## src/rtl/rle_decode_scheduler_if.sv

```systemverilog
// Channel-stack and decoder buses of the RLE decode scheduler.
// slave = scheduler side; master = stacks + decoder side.
interface rle_decode_scheduler_if #(
    parameter int NUM_CH = 2,
    parameter int CW_W   = 8
);
    logic [NUM_CH-1:0]      ch_empty;
    logic [NUM_CH*CW_W-1:0] ch_word;
    logic [NUM_CH-1:0]      ch_read;
    logic [NUM_CH-1:0]      ch_bit;
    logic [NUM_CH-1:0]      ch_bit_valid;
    logic                   dec_rst;
    logic                   dec_stack_empty;
    logic [CW_W-1:0]        dec_code_word;
    logic                   dec_read;
    logic                   dec_ser_out;
    logic                   dec_bit_valid;

    modport slave (
        input  ch_empty, ch_word, dec_read, dec_ser_out, dec_bit_valid,
        output ch_read, ch_bit, ch_bit_valid, dec_rst, dec_stack_empty, dec_code_word
    );

    modport master (
        output ch_empty, ch_word, dec_read, dec_ser_out, dec_bit_valid,
        input  ch_read, ch_bit, ch_bit_valid, dec_rst, dec_stack_empty, dec_code_word
    );
endinterface

```

## src/rtl/rle_decode_scheduler.sv

```systemverilog
// Shares one RLE decoder among NUM_CH codeword stacks, one channel per frame.
// Build option RLE_SCHED_PRIO_EN: strict priority (lowest index) instead of round-robin.
//
// state | meaning
// IDLE  | decoder released, waiting for any non-empty channel
// DRST  | one cycle of decoder reset so every frame starts at the same polarity
// RUN   | granted channel wired to the decoder until its terminator is popped
// FLUSH | one cycle with the decoder starved while it returns to load; pointer advances
module rle_decode_scheduler #(
    parameter int              NUM_CH  = 2,
    parameter int              CW_W    = 8,
    parameter logic [CW_W-1:0] TERM_CW = CW_W'(32'h20)
) (
    input  logic                 sclk,
    input  logic                 rst_n,
    rle_decode_scheduler_if.slave bus,
    output logic [1:0]           grant_id,
    output logic                 busy,
    output logic                 frame_done,
    output logic                 bad_code
);

    typedef enum logic [1:0] {
        S_IDLE  = 2'd0,
        S_DRST  = 2'd1,
        S_RUN   = 2'd2,
        S_FLUSH = 2'd3
    } state_t;

    state_t          state_q, state_d;
    logic [1:0]      grant_q, grant_d;
    logic            dec_rst_q, dec_rst_d;
    logic            frame_done_q, frame_done_d;
    logic            bad_code_q, bad_code_d;

    logic            req_any;
    logic [1:0]      win;
    logic            g_empty;
    logic [CW_W-1:0] g_word;

`ifdef RLE_SCHED_PRIO_EN
    always_comb begin
        req_any = 1'b0;
        win     = '0;
        for (int c = NUM_CH - 1; c >= 0; c--) begin
            if (!bus.ch_empty[c]) begin
                req_any = 1'b1;
                win     = 2'(c);
            end
        end
    end
`else
    logic [1:0] ptr_q, ptr_d;
    logic [1:0] arb_base;

    // In FLUSH the pointer is about to become the current grant, so arbitrate from it already.
    always_comb begin
        arb_base = (state_q == S_FLUSH) ? grant_q : ptr_q;
        ptr_d    = (state_q == S_FLUSH) ? grant_q : ptr_q;
    end

    // Second pass (channels above the base) overrides the wrapped pass, lowest index wins in each.
    always_comb begin
        req_any = 1'b0;
        win     = '0;
        for (int c = NUM_CH - 1; c >= 0; c--) begin
            if (!bus.ch_empty[c] && (2'(c) <= arb_base)) begin
                req_any = 1'b1;
                win     = 2'(c);
            end
        end
        for (int c = NUM_CH - 1; c >= 0; c--) begin
            if (!bus.ch_empty[c] && (2'(c) > arb_base)) begin
                req_any = 1'b1;
                win     = 2'(c);
            end
        end
    end

    always_ff @(posedge sclk or negedge rst_n) begin
        if (!rst_n) begin
            ptr_q <= 2'(NUM_CH - 1);
        end else begin
            ptr_q <= ptr_d;
        end
    end
`endif

    always_comb begin
        g_empty = 1'b1;
        g_word  = '0;
        for (int c = 0; c < NUM_CH; c++) begin
            if (2'(c) == grant_q) begin
                g_empty = bus.ch_empty[c];
                g_word  = bus.ch_word[c*CW_W +: CW_W];
            end
        end
    end

    always_comb begin
        state_d              = state_q;
        grant_d              = grant_q;
        frame_done_d         = 1'b0;
        bad_code_d           = bad_code_q;
        bus.dec_stack_empty  = 1'b1;
        bus.dec_code_word    = '0;
        bus.ch_read          = '0;
        bus.ch_bit           = '0;
        bus.ch_bit_valid     = '0;

        case (state_q)
            S_IDLE: begin
                if (req_any) begin
                    grant_d = win;
                    state_d = S_DRST;
                end
            end
            S_DRST: begin
                state_d = S_RUN;
            end
            S_RUN: begin
                bus.dec_stack_empty = g_empty;
                bus.dec_code_word   = g_word;
                for (int c = 0; c < NUM_CH; c++) begin
                    if (2'(c) == grant_q) begin
                        bus.ch_read[c]      = bus.dec_read;
                        bus.ch_bit[c]       = bus.dec_ser_out;
                        bus.ch_bit_valid[c] = bus.dec_bit_valid;
                    end
                end
                // Short codewords still go through; the decoder wraps them to a long run.
                if (bus.dec_read && (g_word < TERM_CW)) begin
                    bad_code_d = 1'b1;
                end
                if (bus.dec_read && (g_word == TERM_CW)) begin
                    frame_done_d = 1'b1;
                    state_d      = S_FLUSH;
                end
            end
            S_FLUSH: begin
                if (req_any) begin
                    grant_d = win;
                    state_d = S_DRST;
                end else begin
                    state_d = S_IDLE;
                end
            end
            default: begin
                state_d = S_IDLE;
            end
        endcase
    end

    assign dec_rst_d = (state_d == S_DRST);

    always_ff @(posedge sclk or negedge rst_n) begin
        if (!rst_n) begin
            state_q      <= S_IDLE;
            grant_q      <= '0;
            dec_rst_q    <= 1'b1;
            frame_done_q <= 1'b0;
            bad_code_q   <= 1'b0;
        end else begin
            state_q      <= state_d;
            grant_q      <= grant_d;
            dec_rst_q    <= dec_rst_d;
            frame_done_q <= frame_done_d;
            bad_code_q   <= bad_code_d;
        end
    end

    assign bus.dec_rst = dec_rst_q;
    assign grant_id    = grant_q;
    assign busy        = (state_q != S_IDLE);
    assign frame_done  = frame_done_q;
    assign bad_code    = bad_code_q;

endmodule
```

## src/flat_wrapper.sv

```systemverilog
// flat-port wrapper written by rule: the top's interface ports become plain ports
module rle_decode_scheduler_flat 
#(
    parameter int              NUM_CH  = 2,
    parameter int              CW_W    = 8,
    parameter logic [CW_W-1:0] TERM_CW = CW_W'(32'h20)
)
  (sclk, rst_n, grant_id, busy, frame_done, bad_code, bus_ch_empty, bus_ch_word, bus_dec_read, bus_dec_ser_out, bus_dec_bit_valid, bus_ch_read, bus_ch_bit, bus_ch_bit_valid, bus_dec_rst, bus_dec_stack_empty, bus_dec_code_word);
  rle_decode_scheduler_if #(.NUM_CH(NUM_CH), .CW_W(CW_W)) bus_i ();
  input  logic sclk;
  input  logic rst_n;
  output logic [1:0] grant_id;
  output logic busy;
  output logic frame_done;
  output logic bad_code;
  input wire logic [$bits(bus_i.ch_empty)-1:0] bus_ch_empty;
  input wire logic [$bits(bus_i.ch_word)-1:0] bus_ch_word;
  input wire logic [$bits(bus_i.dec_read)-1:0] bus_dec_read;
  input wire logic [$bits(bus_i.dec_ser_out)-1:0] bus_dec_ser_out;
  input wire logic [$bits(bus_i.dec_bit_valid)-1:0] bus_dec_bit_valid;
  output wire logic [$bits(bus_i.ch_read)-1:0] bus_ch_read;
  output wire logic [$bits(bus_i.ch_bit)-1:0] bus_ch_bit;
  output wire logic [$bits(bus_i.ch_bit_valid)-1:0] bus_ch_bit_valid;
  output wire logic [$bits(bus_i.dec_rst)-1:0] bus_dec_rst;
  output wire logic [$bits(bus_i.dec_stack_empty)-1:0] bus_dec_stack_empty;
  output wire logic [$bits(bus_i.dec_code_word)-1:0] bus_dec_code_word;
  assign bus_i.ch_empty = bus_ch_empty;
  assign bus_i.ch_word = bus_ch_word;
  assign bus_i.dec_read = bus_dec_read;
  assign bus_i.dec_ser_out = bus_dec_ser_out;
  assign bus_i.dec_bit_valid = bus_dec_bit_valid;
  assign bus_ch_read = bus_i.ch_read;
  assign bus_ch_bit = bus_i.ch_bit;
  assign bus_ch_bit_valid = bus_i.ch_bit_valid;
  assign bus_dec_rst = bus_i.dec_rst;
  assign bus_dec_stack_empty = bus_i.dec_stack_empty;
  assign bus_dec_code_word = bus_i.dec_code_word;
  rle_decode_scheduler #(.NUM_CH(NUM_CH), .CW_W(CW_W), .TERM_CW(TERM_CW)) u_core (.sclk(sclk), .rst_n(rst_n), .bus(bus_i), .grant_id(grant_id), .busy(busy), .frame_done(frame_done), .bad_code(bad_code));
endmodule
```

## config.mk

```make
export PLATFORM = sky130hd
export DESIGN_NAME = rle_decode_scheduler_flat
export DESIGN_NICKNAME = d
export VERILOG_FILES = /design/src/rtl/rle_decode_scheduler_if.sv /design/src/rtl/rle_decode_scheduler.sv /design/src/flat_wrapper.sv
export SDC_FILE = /design/constraint.sdc
export NUM_CORES = 1
export LEC_CHECK = 0
export ABC_AREA = 1
export CAP_MARGIN = 5
export CORE_MARGIN = 2
export CORE_UTILIZATION = 32
export CTS_CLUSTER_SIZE = 40
export DETAILED_ROUTE_END_ITERATION = 16
export GPL_ROUTABILITY_DRIVEN = 0
export PLACE_DENSITY = 0.74
export SYNTH_ARGS = -nofsm -noshare
export SYNTH_HDL_FRONTEND = slang
export SYNTH_SLANG_ARGS = --single-unit
```

## constraint.sdc

```tcl
create_clock -name sclk -period 1.4 [get_ports sclk]
set_input_delay 0.28 -clock sclk [delete_from_list [all_inputs] [get_ports sclk]]
set_output_delay 0.28 -clock sclk [all_outputs]
set_load 0.005 [all_outputs]
```

; After elaboration in Yosys (flattened, before gate mapping)
; Index checks and enable logic that the tools add are counted.
[op_classes]
magnitude_cmp = 5
mux = 30
reduce_logical = 14
n_eq_ne = 6
[ops]
columns = operator, count
row1 = $mux 8, 3
row2 = $mux 1, 20
row3 = $mux 2, 6
row4 = $eq 8x6->1 const B, 1
row5 = $lt 8x6->1 const B, 1
row6 = $pmux 2 s4, 1
row7 = $logic_and 1x1->1, 6
row8 = $eq 2x1->1 const B, 2
row9 = $eq 2x2->1 const B, 2
row10 = $gt 1x2->1 const A, 2
row11 = $le 1x2->1 const A, 2
row12 = $logic_not 2->1, 2
row13 = $reduce_and 2->1, 2
row14 = $eq 1x2->1 const A, 1
row15 = $logic_not 1->1, 2
row16 = $reduce_bool 2->1, 1
row17 = $reduce_or 2->1, 1
[totals]
inputBits = 23
regBits = 9
elab_cells = 61

; Longest topological paths before layout
[depth]
depth_word = 11
mapped_depth = 10
ltp_nobuf = 10

; Worst setup path after synthesis
; No wires, ideal clock.
[synth_path]
kind = reg2out
from = register u_core.state_q[0]
to = output port bus_ch_bit[0]
slack_ns = 0.085
t_required_ns = 1.120
path_buffers = 0
path_stages_with_launch = 7
t_arrival_ns = 1.035
cell_sequence = dfrtp_1 -> inv_1 -> ha_1 -> inv_2 -> nor2_1 -> inv_1 -> nor2_1
[synth_between]
elab_chain_len = 2
[synth_rtl]
columns = element, line
row1 = "start, declared", rle_decode_scheduler.sv:30  ; state_t state_q, state_d;
row2 = "start signal, assigned", rle_decode_scheduler.sv:164  ; state_q <= state_d;
row3 = $eq 2x2->1, rle_decode_scheduler.sv:111  ; case (state_q)
row4 = $mux 2, rle_decode_scheduler.sv:111
row5 = "end, declared", flat_wrapper.sv:22  ; output wire logic [$bits(bus_i.ch_bit)-1:0] bus_ch_bit;
; Every way passes these cells.

; Worst setup path in the final report
[layout_path]
from = register u_core.state_q[0]
to = output port bus_dec_code_word[0]
[layout_between]
elab_chain_len = 2
[layout_rtl]
columns = element, line
row1 = $eq 2x2->1, rle_decode_scheduler.sv:111
row2 = $mux 8, rle_decode_scheduler.sv:111
row3 = "end, declared", flat_wrapper.sv:26  ; output wire logic [$bits(bus_i.dec_code_word)-1:0] bus_dec_code_word;
; Every way passes these cells.

==> metrics.yaml <==
status: "complete, but fails checks"
violations: "setup timing"
syn_inst: 105
fin_crit_sh_pct: 114
cp_slowest_cell: "dfrtp_1"
rrSetupSlack_ns: -0.03
synth.avg_cell_area_um2: 6.35
clk_path_buf_depth: 2
fin_ws_ns: -0.193
drv_cap: 0
synth_top_cell_area_share_pct: 22.5
crit_path_end_kind: "primary output"
clkTransAtPathRegs_ns: 0.06
rows: 16
antenna_found_initial: 0
n_antenna_cell: 0
async_reset_ff_share_pct: 100
netlist_area_um2: 667
htree_levels: 1
yosys.area.top_type: "dfrtp_1"
r2r_start: "u_core.state_q[0]"
start_util_pct: 34.0
die_w_um: 49.7
fin_crit_ns: 1.59
fmax_mhz: 628
grt_start_max_net_pins: 11
synth_area_leaders: "dfrtp_1 (23%), nand2_1 (17%), inv_1 (12%)"
crit_chain: "inv_2, ha_4, inv_4, buf_12, a21oi_4, buf_2"
synth_fp_nets: 132
whs_ns: 0.292
core_area_um2: 1960
cts_tree: "built"
drt_first_pass_iters: 4
viasPerCell: 4.40
reg2reg_to: "u_core.bus.dec_rst"
area_delta_synth_final_pct: 103
ir_worst_vdd_uv: 1510
fin_area_um2: 1360
cpPeakStageDelay_ns: 0.38
yosysSeqAreaShare_pct: 30.4
synthAdderAreaFrac_pct: 7.50
worst_ep_required_time_ns: 1.12
grt_pass1_vias: 905
synth_edf_count: 0
place_area_um2: 1260
grt_first_pass_wirelength_um: 4000
setup_violations: 17
drt_iter0_markers: 11
synth_cell_type_count: 20
cts_buffers: 3
ys_ff_latch: 8
die_h_um: 49.7
p_per_area_nw_per_um2: 1840
synth-simple-area-share_pct: 37.7
synth_top_family_by_area: "simple AND/OR/NAND/NOR gates"
vias: 872
finClkSkew_ns: 0.00533
leakagePower_nw: 0.726
grt_remaining_overflow: 0
drtAntennaViolNets: 0
drc: 0
layout-drive-gt1-share_pct: 49.7
slew_violations: 0
synth_compound_area_share_pct: 7.50
yosys_warnings: 0
post_drt_wl_per_cell_um: 12.0
grt_setup_unrepaired: "true"
cp_data_arrival_time_ns: 1.31
startpoint_type: "register"
gr-usage-all-layers_pct: 21.3
nFillCells: 173
num_io_pins: 44
crit_type: "reg -> out"
hp-class: "in -> async"
synth_xor_area_share_pct: 0
dpl.hpwl_um: 1740
synth_ff_type: "dfrtp_1"
reg2regPathDepth: 12
finalHoldViolCount: 0
drt-total-wl_um: 2380
synth.area.mux_share_pct: 0
die_area_um2: 2470
worstSkewPairLatency_ns: 0.26
port_buffers: 42
cp_max_fo: 9
holdBufCountCts: 0
final_nets: 200
cts.sinks: 8
clk_root_buffer_cell: "clkbuf_4"
## metal layers
| metal | share of wire [%] | vias up | track usage [%] |
|---|---|---|---|
| met2 | 52 | 35 | 38.4 |
| met5 | 0 | - | 0 |
| met1 | 39 | 395 | 22.3 |
| met3 | 7.1 | 6 | 7.88 |
| met4 | 1.8 | 0 | 7.41 |
| li1 | - | 436 | - |
## layout by cell type, fill, tap and decap left out, drive strengths merged
| master | n |
|---|---|
| clkbuf | 3 |
| a21oi | 4 |
| ha | 4 |
| a31o | 1 |
| inv | 24 |
| conb | 1 |
| clkdlybuf4s50 | 23 |
| nand3 | 2 |
| nor2 | 20 |
| nand2 | 35 |
| dlygate4sd2 | 3 |
| dfrtp | 6 |
| dfstp | 2 |
| buf | 38 |
| o21ai | 3 |
| clkdlybuf4s15 | 1 |
| o22ai | 1 |
## how the worst max path moves through the flow
stage                     cells after the start         startpoint                    to  slack, ns
final                                         6  u_core.state_q[0]  bus_dec_code_word[0]      -0.19
after CTS                                     7  u_core.state_q[0]   bus_ch_bit_valid[0]      -0.18
after floorplan                               6  u_core.state_q[0]         bus_ch_bit[0]       0.08
after global routing                          6  u_core.state_q[0]  bus_dec_code_word[0]      -0.26
after global placement                        4    bus_ch_empty[0]   bus_dec_stack_empty      -0.36
after detailed placement                      6    bus_ch_word[13]  bus_dec_code_word[5]      -0.42
## cells in the mapped netlist, types with 2 or more instances
cell and instances:
nor2_1 15, nand2_2 5, inv_2 2, dfrtp_1 6
ha_1 4, nor2_2 4, inv_1 22, dfstp_2 2
o21ai_0 2, a21oi_1 4, nand2_1 30
## cell type report
class	count	area, um2	area share, %
Sequential cell	8	204	15.0
Timing Repair Buffer	65	546	40.2
Clock buffer	3	22.5	1.66
Inverter	24	97.6	7.20
Multi-Input combinational cell	71	453	33.4
Tap cell	27	33.8	2.49
## stage by stage
stage / worst slack (ns) / util [%] / std cells / TNS [ns] / power [mW]
after floorplan: 0.0848 / - / 105 / 0 / 1.13
after global placement: -0.361 / 64.5 / 192 / -5.35 / 2.02
after detailed placement: -0.416 / 64.5 / 192 / -5.76 / 2.07
after CTS: -0.179 / 66.8 / 197 / -2.21 / 2.36
after global routing: -0.261 / 69.1 / 198 / -3.46 / 2.71
final: -0.193 / 69.1 / 198 / -2.16 / 2.49
## kinds of logic (layout without fill, tap and decap cells)
logic type,count (synthesis),in the layout
buf+inv,26,92
flops,8,8
other cells,1,1
fa+ha+maj,4,4
simple gates,57,57
compound gates,9,9
## worst max-delay path, delay by kind of cell, from the launching register on
kind | cells | cell delay (ns)
buffers and inverters | 4 | 0.40
flip-flops | 1 | 0.38
adder cells (fa/ha/maj) | 1 | 0.16
AO/OA/AOI/OAI | 1 | 0.11
## timing repair
item	CTS	global route
pin swaps	10	5
gates resized for setup	92	16
setup endpoints to repair	22	20
buffers inserted	3	1
## power by group
part	internal (mW)	switching, mW	leakage (nW)	total (mW)
logic	0.963	0.948	0.619	1.91
clock network	0.0983	0.0823	0.0138	0.181
registers	0.335	0.0663	0.0932	0.402
## sequential cells by signal (all words and copies together) (netlist names)
name / cells
u_core.frame_done: 1
u_core.grant_id: 1
u_core.bad_code: 1
u_core.bus.dec_rst: 1
u_core.state_q: 2
u_core.ptr_q: 2
(Power assumes the default switching activity.)
